## src/rtl/load_store_unit_if.sv

```systemverilog
// Core-request / response / data-memory signal bundle for the load-store unit.
// master = the unit itself; slave = the core plus data memory facing it.
interface load_store_unit_if;
  logic        req_valid;
  logic        req_ready;
  logic        req_write;
  logic [2:0]  req_funct3;
  logic [31:0] req_addr;
  logic [31:0] req_wdata;
  logic        resp_valid;
  logic [31:0] resp_rdata;
  logic        resp_err;
  logic        mem_req;
  logic        mem_we;
  logic [31:0] mem_addr;
  logic [3:0]  mem_be;
  logic [31:0] mem_wdata;
  logic        mem_ack;
  logic [31:0] mem_rdata;

  modport master (
    input  req_valid, req_write, req_funct3, req_addr, req_wdata, mem_ack, mem_rdata,
    output req_ready, resp_valid, resp_rdata, resp_err,
    output mem_req, mem_we, mem_addr, mem_be, mem_wdata
  );

  modport slave (
    output req_valid, req_write, req_funct3, req_addr, req_wdata, mem_ack, mem_rdata,
    input  req_ready, resp_valid, resp_rdata, resp_err,
    input  mem_req, mem_we, mem_addr, mem_be, mem_wdata
  );
endinterface

```

## src/rtl/load_store_unit.sv

```systemverilog
// Load-store unit: one outstanding word-aligned data-memory access with byte enables,
// load extraction/extension, store lane shifting, and misalign/illegal/timeout errors.
module load_store_unit #(
  parameter int unsigned MAX_WAIT = 16
) (
  input logic               clock,
  input logic               reset,
  load_store_unit_if.master bus
);

  localparam int unsigned CNT_W = $clog2(MAX_WAIT + 1);

  typedef enum logic [1:0] {IDLE, ACCESS, RESP} state_t;

  state_t            state;
  logic [CNT_W-1:0]  wait_cnt;
  logic [2:0]        funct3_q;
  logic [1:0]        lane_q;
  logic              write_q;
  logic              ready_q;
  logic              resp_valid_q;
  logic [31:0]       resp_rdata_q;
  logic              resp_err_q;
  logic              mem_req_q;
  logic              mem_we_q;
  logic [31:0]       mem_addr_q;
  logic [3:0]        mem_be_q;
  logic [31:0]       mem_wdata_q;

  logic [1:0]        lane_c;
  logic [3:0]        be_c;
  logic              illegal_c;
  logic [31:0]       wdata_c;
  logic [31:0]       shifted_c;
  logic [31:0]       load_c;

  // Request decode: byte enables, alignment/funct3 legality, store lane shift
  always_comb begin
    lane_c    = bus.req_addr[1:0];
    be_c      = 4'b0000;
    illegal_c = 1'b0;
    case (bus.req_funct3)
      3'b000, 3'b100: be_c = 4'b0001 << lane_c;
      3'b001, 3'b101: begin
        be_c      = 4'b0011 << lane_c;
        illegal_c = bus.req_addr[0];
      end
      3'b010: begin
        be_c      = 4'b1111;
        illegal_c = (lane_c != 2'b00);
      end
      default: illegal_c = 1'b1;
    endcase
    if (bus.req_write && bus.req_funct3[2]) illegal_c = 1'b1;
    wdata_c = bus.req_wdata << {lane_c, 3'b000};
  end

  // Load extraction; shifting first keeps the selected byte/half at bit 0
  always_comb begin
    shifted_c = bus.mem_rdata >> {lane_q, 3'b000};
    case (funct3_q)
      3'b000:  load_c = {{24{shifted_c[7]}}, shifted_c[7:0]};
      3'b100:  load_c = {24'b0, shifted_c[7:0]};
      3'b001:  load_c = {{16{shifted_c[15]}}, shifted_c[15:0]};
      3'b101:  load_c = {16'b0, shifted_c[15:0]};
      default: load_c = bus.mem_rdata;
    endcase
  end

  always_ff @(posedge clock) begin
    if (reset) begin
      state        <= IDLE;
      wait_cnt     <= '0;
      funct3_q     <= 3'b000;
      lane_q       <= 2'b00;
      write_q      <= 1'b0;
      ready_q      <= 1'b1;
      resp_valid_q <= 1'b0;
      resp_rdata_q <= 32'h0;
      resp_err_q   <= 1'b0;
      mem_req_q    <= 1'b0;
      mem_we_q     <= 1'b0;
      mem_addr_q   <= 32'h0;
      mem_be_q     <= 4'b0000;
      mem_wdata_q  <= 32'h0;
    end else begin
      case (state)
        IDLE: begin
          if (bus.req_valid) begin
            ready_q  <= 1'b0;
            funct3_q <= bus.req_funct3;
            lane_q   <= lane_c;
            write_q  <= bus.req_write;
            wait_cnt <= '0;
            if (illegal_c) begin
              state        <= RESP;
              resp_valid_q <= 1'b1;
              resp_err_q   <= 1'b1;
              resp_rdata_q <= 32'h0;
            end else begin
              state       <= ACCESS;
              mem_req_q   <= 1'b1;
              mem_we_q    <= bus.req_write;
              mem_addr_q  <= {bus.req_addr[31:2], 2'b00};
              mem_be_q    <= be_c;
              mem_wdata_q <= wdata_c;
            end
          end
        end
        ACCESS: begin
          // An ack in the last allowed cycle still completes normally
          if (bus.mem_ack) begin
            state        <= RESP;
            mem_req_q    <= 1'b0;
            mem_we_q     <= 1'b0;
            resp_valid_q <= 1'b1;
            resp_err_q   <= 1'b0;
            resp_rdata_q <= write_q ? 32'h0 : load_c;
          end else if (wait_cnt == CNT_W'(MAX_WAIT - 1)) begin
            state        <= RESP;
            mem_req_q    <= 1'b0;
            mem_we_q     <= 1'b0;
            resp_valid_q <= 1'b1;
            resp_err_q   <= 1'b1;
            resp_rdata_q <= 32'h0;
          end else begin
            wait_cnt <= wait_cnt + CNT_W'(1);
          end
        end
        RESP: begin
          state        <= IDLE;
          ready_q      <= 1'b1;
          resp_valid_q <= 1'b0;
          resp_err_q   <= 1'b0;
          resp_rdata_q <= 32'h0;
        end
        default: begin
          state   <= IDLE;
          ready_q <= 1'b1;
        end
      endcase
    end
  end

  assign bus.req_ready  = ready_q;
  assign bus.resp_valid = resp_valid_q;
  assign bus.resp_rdata = resp_rdata_q;
  assign bus.resp_err   = resp_err_q;
  assign bus.mem_req    = mem_req_q;
  assign bus.mem_we     = mem_we_q;
  assign bus.mem_addr   = mem_addr_q;
  assign bus.mem_be     = mem_be_q;
  assign bus.mem_wdata  = mem_wdata_q;

endmodule
```

## src/flat_wrapper.sv

```systemverilog
// flat-port wrapper written by rule: the top's interface ports become plain ports
module load_store_unit_flat 
#(
  parameter int unsigned MAX_WAIT = 16
)
  (clock, reset, bus_req_valid, bus_req_write, bus_req_funct3, bus_req_addr, bus_req_wdata, bus_mem_ack, bus_mem_rdata, bus_req_ready, bus_resp_valid, bus_resp_rdata, bus_resp_err, bus_mem_req, bus_mem_we, bus_mem_addr, bus_mem_be, bus_mem_wdata);
  load_store_unit_if bus_i ();
  input logic clock;
  input logic reset;
  input wire logic [$bits(bus_i.req_valid)-1:0] bus_req_valid;
  input wire logic [$bits(bus_i.req_write)-1:0] bus_req_write;
  input wire logic [$bits(bus_i.req_funct3)-1:0] bus_req_funct3;
  input wire logic [$bits(bus_i.req_addr)-1:0] bus_req_addr;
  input wire logic [$bits(bus_i.req_wdata)-1:0] bus_req_wdata;
  input wire logic [$bits(bus_i.mem_ack)-1:0] bus_mem_ack;
  input wire logic [$bits(bus_i.mem_rdata)-1:0] bus_mem_rdata;
  output wire logic [$bits(bus_i.req_ready)-1:0] bus_req_ready;
  output wire logic [$bits(bus_i.resp_valid)-1:0] bus_resp_valid;
  output wire logic [$bits(bus_i.resp_rdata)-1:0] bus_resp_rdata;
  output wire logic [$bits(bus_i.resp_err)-1:0] bus_resp_err;
  output wire logic [$bits(bus_i.mem_req)-1:0] bus_mem_req;
  output wire logic [$bits(bus_i.mem_we)-1:0] bus_mem_we;
  output wire logic [$bits(bus_i.mem_addr)-1:0] bus_mem_addr;
  output wire logic [$bits(bus_i.mem_be)-1:0] bus_mem_be;
  output wire logic [$bits(bus_i.mem_wdata)-1:0] bus_mem_wdata;
  assign bus_i.req_valid = bus_req_valid;
  assign bus_i.req_write = bus_req_write;
  assign bus_i.req_funct3 = bus_req_funct3;
  assign bus_i.req_addr = bus_req_addr;
  assign bus_i.req_wdata = bus_req_wdata;
  assign bus_i.mem_ack = bus_mem_ack;
  assign bus_i.mem_rdata = bus_mem_rdata;
  assign bus_req_ready = bus_i.req_ready;
  assign bus_resp_valid = bus_i.resp_valid;
  assign bus_resp_rdata = bus_i.resp_rdata;
  assign bus_resp_err = bus_i.resp_err;
  assign bus_mem_req = bus_i.mem_req;
  assign bus_mem_we = bus_i.mem_we;
  assign bus_mem_addr = bus_i.mem_addr;
  assign bus_mem_be = bus_i.mem_be;
  assign bus_mem_wdata = bus_i.mem_wdata;
  load_store_unit #(.MAX_WAIT(MAX_WAIT)) u_core (.clock(clock), .reset(reset), .bus(bus_i));
endmodule
```

## config.mk

```make
export PLATFORM = sky130hd
export DESIGN_NAME = load_store_unit_flat
export DESIGN_NICKNAME = d
export VERILOG_FILES = /design/src/rtl/load_store_unit_if.sv /design/src/rtl/load_store_unit.sv /design/src/flat_wrapper.sv
export SDC_FILE = /design/constraint.sdc
export NUM_CORES = 1
export LEC_CHECK = 0
export CAP_MARGIN = 20
export CORE_MARGIN = 2
export CORE_UTILIZATION = 47
export CTS_CLUSTER_DIAMETER = 100
export CTS_CLUSTER_SIZE = 40
export DETAILED_ROUTE_END_ITERATION = 8
export PLACE_DENSITY_LB_ADDON = 0.2
export SETUP_SLACK_MARGIN = 0.5
export SLEW_MARGIN = 20
export SYNTH_ARGS = -nofsm -noshare
export SYNTH_HDL_FRONTEND = slang
export SYNTH_SLANG_ARGS = --single-unit
```

## constraint.sdc

```tcl
create_clock -name clock -period 4.48 [get_ports clock]
set_clock_uncertainty 0.05 [all_clocks]
set_input_delay 0.672 -clock clock [delete_from_list [all_inputs] [get_ports clock]]
set_output_delay 0.672 -clock clock [all_outputs]
set_load 0.1 [all_outputs]
```

==> flow_summary.toml <==
[outcome]
status = "completed"

[setup_path]
timing.critical_path.arrival_ns = 3.22
path_cells = "clkdlybuf4s50_1 -> buf_4 -> nor4_1 -> o21ai_4 -> buf_4 -> nand2_1 -> a21oi_1"
cp.required_ns = 4.75
cp_slowest_stage_delay_ns = 0.78
timing.critical_path.max_delay_family = "buffers and inverters"
timing.critical_path.to_type = "flip-flop"
critPathSlowestCell = "o21ai_4"
timing_worst_setup_path_type = "in -> reg"
critical_path_peak_fanout = 42
crit_path_start_kind = "primary input"
critical_path.n_buffers_inverters = 3
cp_common_cell = "buf_4"

[timing]
worst_slew_pin_slew_ns = 1.04
fin_worst_hold_slack_ns = 0.401
timing.final.setup_violations = 0
rsz0062_at_grt = "false"
final_hold_viol_count = 0
max_clock_freq_mhz = 339
min_period_ns = 2.95
finalMaxSlewViolations = 0
finalSetupTns_ns = 0
final.period_utilization_pct = 65.8
slew_headroom_pct = 30.8
finalWorstSetupSlack_ns = 1.53

[finish]
layoutNonFillerInstCount = 987
final_layout_size_suffix_gt1_share_pct = 7.32
layout_common_cells = "clkdlybuf4s50_1 (205), nand2_1 (120), dfxtp_1 (115)"
layout.nets = 940
layout.filler_cells = 871
final_core_area_utilization_pct = 72.7
n_antenna_cell = 0
flow.area_growth_from_synthesis_pct = 49.5
final_common_cell = "clkdlybuf4s50_1"

[clock_network]
cts_htree_levels = 4
cts_inserted_buffers = 17
clk_transition_reported_paths_ns = 0.06
postCtsHoldBufs = 0
worst_skew_pair.late_latency_ns = 0.40
clock_tree.buffer_depth = 2
cts.sinks = 116
cts_tree = "built"
clk_root_buffer_cell = "clkbuf_16"
cts_setup_buffers = 0
post_cts_resized = 0

[die]
die_area_um2 = 12200
io_pins = 209
num_rows = 38
placeableCoreArea_um2 = 10900
die_width_um = 110
initial_core_util_pct = 48.6
fp.dieH_um = 110

[synth]
asyncSetResetFlopFracSynth_pct = 0
synth-xor-area-share_pct = 0.329
muxShareOfSynthArea_pct = 7.74
synth_enable_flop_cells = 0
combinational_family_with_the_most_area_after_synthesis = "compound AO/OA/AOI/OAI gates"
ys_seq_area_share_pct = 43.7
synth-simple-area-share_pct = 18.6
mappedNetlistArea_um2 = 5320
dominantRegCellSynth = "dfxtp_1"
syn-instance-count = 653
count_of_warnings_emitted_by_yosys = 0
synth_compound_gate_area_share_pct = 21.4
synth_area_per_cell_um2 = 8.15
yosys.area_share.adder_pct = 0.470
post_synth_num_cell_types = 51
synth_seq_cells = 116

[power]
power_frac_clock_pct = 41.7
net-switching-power_mw = 0.988
pwr_density_cell_nw_per_um2 = 383
fraction_of_power_consumed_by_sequential_logic_pct = 36.5
leakage_nw = 2.75
ir_worst_vdd_v = 0.000250
power.share.switching_pct = 32.5
internal_power_mw = 2.05
fraction_of_power_consumed_by_combinational_cells_pct = 21.8

[placed_design]
buffer_ports.inserted = 206
dp_hpwl_mm = 11.4
placed_cells = 955
gp_routability_congestion = 0.843
dp_worst_setup_slack_ns = 1.13

[detailed_routing]
drtPass1Iterations = 7
totalWireLength_mm = 15.9
via_count = 5447
wire_per_inst_um = 16.1
postRouteAntennaNets = 0
route.detailed.drc = 0
detail_route.vias_per_cell = 5.52
initialDrtViolationCount = 341

[global_routing]
grt.overflow.total = 0
vias_in_the_first_global_route = 5227
wire_length_of_the_first_global_routing_pass_mm = 24.6
track_usage_pct = 26.0
grt_max_degree = 86
grt_antenna_before_repair = 0

[hold_path]
hp-class = "reg -> reg"

[job]
drv.max_cap_violation_count = 0
## state kept, by name (all words and copies together), names as in the netlist
signal and flops:
u_core.bus.req_ready 1, u_core.bus.mem_we 1, u_core.bus.mem_wdata 32, u_core.lane_q 2
u_core.write_q 1, u_core.wait_cnt 5, u_core.funct3_q 3, u_core.bus.resp_err 1
u_core.bus.mem_req 1, u_core.bus.resp_rdata 32, u_core.state 2, u_core.bus.resp_valid 1
u_core.bus.mem_addr 30, u_core.bus.mem_be 4
## kinds of logic after synthesis
group,Yosys count
flip-flops,116
multiplexers,40
adder cells (fa/ha/maj),2
buffers and inverters,96
AND/OR/NAND/NOR,220
AO/OA/AOI/OAI,176
XOR/XNOR,2
other,1
## cells in the mapped netlist, types with 2 or more instances
library cell | instances | area (um2)
nand2_1 | 120 | 450
dfxtp_1 | 116 | 2320
a21oi_1 | 73 | 365
inv_1 | 42 | 158
nor2_1 | 35 | 131
mux2i_1 | 31 | 310
clkbuf_1 | 23 | 86.3
o221ai_1 | 21 | 184
buf_2 | 20 | 100
nor3_1 | 20 | 100
o21ai_0 | 19 | 95.1
o22ai_1 | 15 | 93.8
or3_1 | 13 | 81.3
a211oi_1 | 12 | 90.1
mux2_2 | 9 | 101
nand3_1 | 9 | 45.0
o211ai_1 | 8 | 60.1
o2bb2ai_1 | 8 | 70.1
buf_4 | 7 | 52.6
nand2b_1 | 5 | 31.3
a2bb2oi_1 | 4 | 35.0
buf_1 | 4 | 15.0
nor2b_1 | 3 | 18.8
a211o_1 | 2 | 17.5
a311oi_1 | 2 | 17.5
ha_1 | 2 | 25.0
nand3b_1 | 2 | 15.0
nand4b_1 | 2 | 17.5
nor4b_1 | 2 | 17.5
o21bai_1 | 2 | 15.0
or2_2 | 2 | 12.5
## power groups by stage
stage / Combinational, mW / Sequential, mW / Clock (mW)
2_1_floorplan: 0.214 / 1.36 / 0
6_report: 0.664 / 1.11 / 1.27
3_3_place_gp: 0.651 / 1.13 / 0
3_5_place_dp: 0.659 / 1.13 / 0
4_1_cts: 0.662 / 1.11 / 1.28
5_1_grt: 0.699 / 1.12 / 1.33
## tightest hold or removal path: stages (launching register included)
cell and delay (ns):
dfxtp_1 0.30, nand2_1 0.05, a21oi_1 0.05
## routing by layer
layer | track usage (%) | up-vias | wire length [um] | share of wire (%)
met5 | 0 | - | 0 | 0
met1 | 29.0 | 2576 | 6260 | 39
met2 | 46.0 | 208 | 8170 | 51
met3 | 9.35 | 19 | 1300 | 8.2
li1 | - | 2644 | - | -
met4 | 8.75 | 0 | 206 | 1.3
## worst paths after layout
path | start | end | slack [ns] | cells after the start
setup / recovery | bus_req_addr[1] | u_core.bus.mem_addr[8] | 1.53 | 7
hold / removal | u_core.bus.mem_addr[22] | u_core.bus.mem_addr[22] | 0.40 | 2
setup reg to reg | u_core.state[1] | u_core.bus.mem_wdata[18] | 2.13 | 6
hold reg to reg | u_core.bus.mem_addr[22] | u_core.bus.mem_addr[22] | 0.40 | 2
## per-stage QoR
stage	area [um2]	power [mW]
floorplan	5320	1.58
global placement	7380	1.78
detailed placement	7390	1.79
CTS	7950	3.05
global route	7950	3.14
finish	7950	3.04
## layout make-up
type	count	area [um2]	share of cell area, %
Multi-Input combinational cell	442	2610	32.9
Sequential cell	116	2320	29.2
Timing Repair Buffer	215	2120	26.7
Clock buffer	17	425	5.35
Tap cell	140	175	2.20
Inverter	42	158	1.98
Clock inverter	15	133	1.67
(Power assumes the default switching activity.)
